<file path="src/rtl/ahb_crypto_pkg.sv">
// Shared constants, FSM state type and helpers for the multi-channel crypto AHB slave.
package ahb_crypto_pkg;

  localparam logic [1:0] OFF_DATA   = 2'd0;
  localparam logic [1:0] OFF_STATUS = 2'd1;
  localparam logic [1:0] OFF_CTRL   = 2'd2;
  localparam logic [1:0] OFF_NONE   = 2'd3;

  localparam logic [1:0] HRESP_OKAY  = 2'b00;
  localparam logic [1:0] HRESP_ERROR = 2'b01;

  localparam int CTRL_ENC = 0;
  localparam int CTRL_DEC = 1;
  localparam int CTRL_KEY = 2;

  typedef enum logic [2:0] {IDLE, DATA, WAIT, ERR1, ERR2} state_t;

  // A single channel still needs a one-bit channel field.
  function automatic int chWidth(input int n);
    return (n > 1) ? $clog2(n) : 1;
  endfunction

endpackage

</file>
<file path="src/rtl/ahb_mc_decode.sv">
// Address-phase decode: pulls out channel and register offset and flags illegal accesses.
module ahb_mc_decode
  import ahb_crypto_pkg::*;
#(
  parameter int NUM_CH = 2,
  parameter int DATA_W = 32,
  parameter int CH_W   = 1
) (
  input  logic [4+CH_W-1:0] i_addr,
  input  logic [2:0]        i_size,
  input  logic              i_write,
  output logic [CH_W-1:0]   o_ch,
  output logic [1:0]        o_off,
  output logic              o_err
);

  localparam logic [2:0] SIZE_OK = 3'($clog2(DATA_W / 8));

  assign o_ch  = i_addr[4 +: CH_W];
  assign o_off = i_addr[3:2];

  // STATUS is read-only and CTRL write-only, so the wrong direction is an error too.
  assign o_err = (int'(o_ch) >= NUM_CH)
               | (o_off == OFF_NONE)
               | (i_addr[1:0] != 2'b00)
               | (i_size != SIZE_OK)
               | (i_write & (o_off == OFF_STATUS))
               | (~i_write & (o_off == OFF_CTRL));

endmodule

</file>
<file path="src/rtl/ahb_crypto_mc_slave.sv">
// AHB-Lite slave fronting NUM_CH cipher channels: FIFO data port, status byte and control pulses.
module ahb_crypto_mc_slave
  import ahb_crypto_pkg::*;
#(
  parameter int NUM_CH = 2,
  parameter int DATA_W = 32
) (
  input  logic                     HCLK,
  input  logic                     HRESETn,
  input  logic                     HSELx,
  input  logic [31:0]              HADDR,
  input  logic [1:0]               HTRANS,
  input  logic [2:0]               HSIZE,
  input  logic                     HWRITE,
  input  logic [DATA_W-1:0]        HWDATA,
  input  logic                     HREADY,
  input  logic [NUM_CH*DATA_W-1:0] data_out,
  input  logic [NUM_CH*8-1:0]      status,
  input  logic [NUM_CH-1:0]        rcv_fifo_full,
  input  logic [NUM_CH-1:0]        tx_fifo_empty,
  output logic [DATA_W-1:0]        HRDATA,
  output logic                     HREADYOUT,
  output logic [1:0]               HRESP,
  output logic [DATA_W-1:0]        rcv_data,
  output logic [NUM_CH-1:0]        rcv_enq_word,
  output logic [NUM_CH-1:0]        tx_deq_word,
  output logic [NUM_CH-1:0]        is_encrypt_pulse,
  output logic [NUM_CH-1:0]        is_decrypt_pulse,
  output logic [NUM_CH-1:0]        key_in
);

  localparam int CH_W = chWidth(NUM_CH);

  state_t             r_state, w_nextState;
  logic [CH_W-1:0]    r_ch, w_decCh;
  logic [1:0]         r_off, w_decOff;
  logic               r_write, r_err, w_decErr;
  logic [NUM_CH*8-1:0] r_status;
  logic [NUM_CH-1:0]  r_encPulse, r_decPulse, r_keyPulse;
  logic [NUM_CH-1:0]  w_chHot;
  logic               w_accept, w_capture, w_blocked, w_ctrlBad, w_fault, w_done;
  logic               w_full, w_empty, w_ctrlWrite;
  logic [DATA_W-1:0]  w_txHead;
  logic [7:0]         w_statByte;

  ahb_mc_decode #(.NUM_CH(NUM_CH), .DATA_W(DATA_W), .CH_W(CH_W)) u_decode (
    .i_addr  (HADDR[4+CH_W-1:0]),
    .i_size  (HSIZE),
    .i_write (HWRITE),
    .o_ch    (w_decCh),
    .o_off   (w_decOff),
    .o_err   (w_decErr)
  );

  // Loop-based select keeps an out-of-range channel from indexing past the vectors.
  always_comb begin
    w_chHot    = '0;
    w_full     = 1'b0;
    w_empty    = 1'b0;
    w_txHead   = '0;
    w_statByte = '0;
    for (int i = 0; i < NUM_CH; i++) begin
      if (int'(r_ch) == i) begin
        w_chHot[i] = 1'b1;
        w_full     = rcv_fifo_full[i];
        w_empty    = tx_fifo_empty[i];
        w_txHead   = data_out[i*DATA_W +: DATA_W];
        w_statByte = r_status[i*8 +: 8];
      end
    end
  end

  assign w_accept    = HSELx & HREADY & HTRANS[1];
  assign w_blocked   = (r_off == OFF_DATA) & (r_write ? w_full : w_empty);
  assign w_ctrlBad   = r_write & (r_off == OFF_CTRL) & HWDATA[CTRL_ENC] & HWDATA[CTRL_DEC];
  assign w_fault     = r_err | w_ctrlBad;
  assign w_ctrlWrite = w_done & r_write & (r_off == OFF_CTRL);

  always_comb begin
    w_nextState = r_state;
    w_done      = 1'b0;
    HREADYOUT   = 1'b1;
    HRESP       = HRESP_OKAY;
    unique case (r_state)
      IDLE: ;
      DATA: begin
        w_done    = ~w_fault & ~w_blocked;
        HREADYOUT = w_done;
      end
      WAIT: begin
        w_done    = ~w_blocked;
        HREADYOUT = w_done;
      end
      ERR1: begin
        HREADYOUT = 1'b0;
        HRESP     = HRESP_ERROR;
      end
      ERR2: HRESP = HRESP_ERROR;
      default: ;
    endcase
    w_capture = w_accept & HREADYOUT;
    unique case (r_state)
      IDLE: if (w_capture) w_nextState = DATA;
      DATA: begin
        if (w_fault)        w_nextState = ERR1;
        else if (w_blocked) w_nextState = WAIT;
        else                w_nextState = w_capture ? DATA : IDLE;
      end
      WAIT: if (!w_blocked) w_nextState = w_capture ? DATA : IDLE;
      ERR1: w_nextState = ERR2;
      ERR2: w_nextState = w_capture ? DATA : IDLE;
      default: w_nextState = IDLE;
    endcase
  end

  always_ff @(posedge HCLK or negedge HRESETn) begin
    if (!HRESETn) begin
      r_state <= IDLE;
      r_ch    <= '0;
      r_off   <= '0;
      r_write <= 1'b0;
      r_err   <= 1'b0;
    end else begin
      r_state <= w_nextState;
      if (w_capture) begin
        r_ch    <= w_decCh;
        r_off   <= w_decOff;
        r_write <= HWRITE;
        r_err   <= w_decErr;
      end
    end
  end

  always_ff @(posedge HCLK or negedge HRESETn) begin
    if (!HRESETn) begin
      r_status   <= '0;
      r_encPulse <= '0;
      r_decPulse <= '0;
      r_keyPulse <= '0;
    end else begin
      r_status   <= status;
      r_encPulse <= w_ctrlWrite ? (w_chHot & {NUM_CH{HWDATA[CTRL_ENC]}}) : '0;
      r_decPulse <= w_ctrlWrite ? (w_chHot & {NUM_CH{HWDATA[CTRL_DEC]}}) : '0;
      r_keyPulse <= w_ctrlWrite ? (w_chHot & {NUM_CH{HWDATA[CTRL_KEY]}}) : '0;
    end
  end

  assign is_encrypt_pulse = r_encPulse;
  assign is_decrypt_pulse = r_decPulse;
  assign key_in           = r_keyPulse;

  assign rcv_enq_word = (w_done & r_write & (r_off == OFF_DATA))  ? w_chHot : '0;
  assign tx_deq_word  = (w_done & ~r_write & (r_off == OFF_DATA)) ? w_chHot : '0;
  assign rcv_data     = (|rcv_enq_word) ? HWDATA : '0;

  always_comb begin
    HRDATA = '0;
    if (w_done & ~r_write)
      HRDATA = (r_off == OFF_DATA) ? w_txHead : DATA_W'(w_statByte);
  end

endmodule
</file>
<file path="config.mk">
export PLATFORM = sky130hd
export DESIGN_NAME = ahb_crypto_mc_slave
export DESIGN_NICKNAME = d
export VERILOG_FILES = /design/src/rtl/ahb_crypto_pkg.sv /design/src/rtl/ahb_mc_decode.sv /design/src/rtl/ahb_crypto_mc_slave.sv
export SDC_FILE = /design/constraint.sdc
export NUM_CORES = 1
export LEC_CHECK = 0
export CELL_PAD_IN_SITES_DETAIL_PLACEMENT = 1
export CELL_PAD_IN_SITES_GLOBAL_PLACEMENT = 2
export CORE_ASPECT_RATIO = 1.25
export CORE_MARGIN = 1.5
export CORE_UTILIZATION = 13
export CTS_CLUSTER_DIAMETER = 60
export DETAILED_ROUTE_END_ITERATION = 12
export PLACE_DENSITY = 0.84
export SLEW_MARGIN = 20
export SYNTH_ARGS = -nofsm -noshare
export SYNTH_HDL_FRONTEND = slang
export SYNTH_SLANG_ARGS = --single-unit
</file>
<file path="constraint.sdc">
create_clock -name HCLK -period 2.8 [get_ports HCLK]
set_clock_uncertainty 0.15 [all_clocks]
set_input_delay 0.56 -clock HCLK [delete_from_list [all_inputs] [get_ports HCLK]]
set_output_delay 0.56 -clock HCLK [all_outputs]
set_load 0.05 [all_outputs]
</file>
==> results of run 1 <==
## cell usage after synthesis, drive strengths merged
| cell | number |
|---|---|
| or2b | 1 |
| o211ai | 1 |
| a31o | 1 |
| dlygate4sd1 | 1 |
| or3 | 2 |
| conb | 1 |
| a21o | 1 |
| and2b | 1 |
| nor3 | 7 |
| a311o | 1 |
| mux2i | 27 |
| o31a | 1 |
| a21oi | 2 |
| nand3 | 2 |
| o22ai | 1 |
| a211oi | 1 |
| and3b | 1 |
| and3 | 9 |
| nor2 | 30 |
| buf | 6 |
| or3b | 1 |
| clkbuf | 5 |
| and2 | 34 |
| nor3b | 2 |
| mux2 | 5 |
| nand2b | 2 |
| nand2 | 3 |
| nand4b | 1 |
| o21ai | 1 |
| mux4 | 8 |
| inv | 6 |
| dfrtp | 30 |
## metrics by stage
| step | setup TNS, ps | total power [mW] | hold WS, ps |
|---|---|---|---|
| after floorplan | -4000 | 1.59 | 114 |
| after global placement | -24850 | 2.36 | 400 |
| after detailed placement | -25290 | 2.42 | 396 |
| after CTS | -23780 | 3.17 | 437 |
| after global routing | -19220 | 3.43 | 473 |
| final | -12920 | 3.26 | 444 |
## flip-flops by register name (all words and copies together), names as in the netlist
signal            count
r_err                 1
r_ch                  1
r_status             16
r_state               3
is_encrypt_pulse      2
r_off                 2
r_write               1
is_decrypt_pulse      2
key_in                2
## worst paths after layout
| check | end | slack [ps] | start | cells past startpoint |
|---|---|---|---|---|
| worst max-delay path | rcv_data[20] | -240 | r_off[0] | 10 |
| worst min-delay path | r_err | 440 | r_err | 1 |
| worst max register to register | r_off[1] | 310 | r_off[0] | 9 |
| worst min register to register | r_err | 440 | r_err | 1 |
| max in group asynchronous | r_ch | 1650 | HRESETn | 2 |
| min in group asynchronous | r_off[0] | 540 | HRESETn | 2 |
## layout make-up
cell class                 instances  area (µm²)  area share
timing repair buffer             236        3110       0.536
multi-input combinational        147        1510       0.261
sequential                        30         752       0.129
tap                              208         260      0.0448
clock buffer                       7         143      0.0245
inverter                           6        22.5     0.00388
clock inverter                     1        5.00    0.000861
## worst reg2reg max path: cells and delay by family, from the launching register on
family / cells / cell delay (ps)
compound gates: 3 / 580
buf+inv: 4 / 540
simple gates: 1 / 410
flops: 1 / 390
mux: 1 / 310
## layer usage
metal,GRT usage,wire length [µm],vias to the layer above
met2,0.231,5900,143
met4,0.0286,176,0
li1,-,-,1133
met1,0.118,3450,1164
met3,0.0344,893,13
met5,0,0,-
## layout by cell type, fill, tap and decap left out, drive strengths merged, types with 2 or more instances in the layout
cell type / count
clkdlybuf4s50: 130
buf: 97
and2: 34
dfrtp: 30
nor2: 30
mux2i: 27
clkbuf: 10
and3: 9
mux4: 8
nor3: 7
inv: 6
mux2: 5
dlymetal6s2s: 4
nand2: 3
nand2b: 2
nor3b: 2
dlygate4sd2: 2
or3: 2
a21oi: 2
nand3: 2
## kinds of logic (layout without fill, tap and decap cells)
kind of cell           after synthesis  in the layout  share of synthesized area
multiplexers                        40             40                      0.259
AO/OA/AOI/OAI                       10             10                     0.0506
AND/OR/NAND/NOR                     96             96                      0.264
flip-flops                          30             30                      0.370
other                                1              1                    0.00185
buffers and inverters               18            250                     0.0543
## power by group through the flow
stage                     Clock (mW)  Combinational [mW]  Sequential [mW]
final                          0.541                2.18            0.537
after global placement             0                1.83            0.539
after detailed placement           0                1.87            0.544
after global routing           0.570                2.31            0.544
after CTS                      0.557                2.07            0.535
after floorplan                    0                1.03            0.556
## timing repair
item | in CTS | in global routing
resized for setup | 77 | 38
setup buffers | 5 | 1
pin swaps | 11 | 41
cloned | 2 | 5
endpoints found under the setup margin | 69 | 69
==> qor.yml, run 1 <==
yosysWarningCount: 0
grt_pass1_vias: 2771
num-nets-final: 584
fin_crit_sh: 1.09
fp-row-count: 50
vias_per_cell: 3.86
firstDrtPassIters: 3
fin_area_mm2: 0.00581
die_w_um: 115
routedWlPerCell_um: 16.4
num-fill-cells: 1624
cellPowerDensity_mw_per_mm2: 561
p_int_mw: 1.96
critPathKind: "reg -> out"
rsz0062_at_grt: "yes"
netlist_area_mm2: 0.00203
design.core.area_mm2: 0.0151
drv_slew: 0
seqPwrFrac: 0.165
max_stage_delay_ps: 410
synth-seq-cells: 30
ys_seq_area_frac: 0.370
crit_chain: "buf_6, buf_6, or3b_4, o22ai_4, a211oi_4, buf_4, and2b_4, clkbuf_16, and2_4, buf_12"
fmax_mhz: 329
arrival_ps: 2330
ios: 235
finalSetupViolations: 69
dpl.hpwl_um: 7890
routabilityCongestion: 0.679
ys_types: 38
drt-initial-drc-count: 16
period_needed_ps: 3040
violations: "negative setup slack"
cts-buffers-inserted: 5
hold_class: "reg -> reg"
drc: 0
die-area_mm2: 0.0164
cp_slowest_cell: "or3b_4"
yosysTopAreaCellShare: 0.370
cts_tree: "yes"
clk_latency_ps: 270
crit_family: "simple AND/OR/NAND/NOR gates"
combPwrFrac: 0.669
cp_data_required_time_ps: 2090
cap_violations: 0
outcome: "finished with violations"
worstPathMaxFanout: 5
cts-root-buf: "clkbuf_16"
grt_max_degree: 35
leakagePower_nw: 2.37
cpMostUsedCell: "buf_6"
final_cells: 635
dr_total_vias: 2453
synth_area_leaders: "dfrtp_1 (37%), mux2i_1 (13%), and2_1 (10%)"
postCtsHoldBufs: 0
power.switching_mw: 1.30
path_clk_slew_ps: 50
numPortBuffers: 205
pre_cts_ws_ps: -482
p_clk_frac: 0.166
critPathLaunchType: "flip-flop"
grt_first_pass_wirelength_um: 14700
drive_above_1_share: 0.475
placedCellCount: 615
postSynthAreaPerCell_um2: 10.4
start_util: 0.134
utilization: 0.384
relSlewSlack: 0.650
clockBufferDepth: 2
die_y_um: 143
drt.antenna.violating_nets: 0
swShare: 0.399
cp-end-kind: "output pin"
tightest_slew_ps: 523
postSynthCellCount: 195
vdd_drop_max_mv: 0.298
syn2layout_area_growth_pct: 186
htreeDepth: 2
grtUsageTotal: 0.117
path_buf_inv: 5
synth_fp_nets: 353
synth_top_area_cell: "dfrtp_1"
num_antenna_cells: 0
setup_ws_ps: -243
clkSinkCount: 30
place_area_mm2: 0.00510
final_hold_viol_count: 0
wirelength_um: 10400
antenna_found_initial: 0
globalRouteOverflowTotal: 0
(Power assumes the default switching activity.)
==> run 2: changes to the inputs <==
--- a/config.mk
+++ b/config.mk
@@ -13,7 +13,6 @@
 export CTS_CLUSTER_DIAMETER = 60
 export DETAILED_ROUTE_END_ITERATION = 12
 export PLACE_DENSITY = 0.84
-export SLEW_MARGIN = 20
 export SYNTH_ARGS = -nofsm -noshare
 export SYNTH_HDL_FRONTEND = slang
 export SYNTH_SLANG_ARGS = --single-unit
==> results of run 2 <==
The final DEF is identical to that of run 1; final timing and power are the same.
==> run 3: changes to the inputs <==
--- a/config.mk
+++ b/config.mk
@@ -13,6 +13,7 @@
 export CTS_CLUSTER_DIAMETER = 60
 export DETAILED_ROUTE_END_ITERATION = 12
 export PLACE_DENSITY = 0.84
+export SLEW_MARGIN = 20
 export SYNTH_ARGS = -nofsm -noshare
 export SYNTH_HDL_FRONTEND = slang
 export SYNTH_SLANG_ARGS = --single-unit
==> results of run 3 <==
The final DEF is identical to that of run 1; final timing and power are the same.
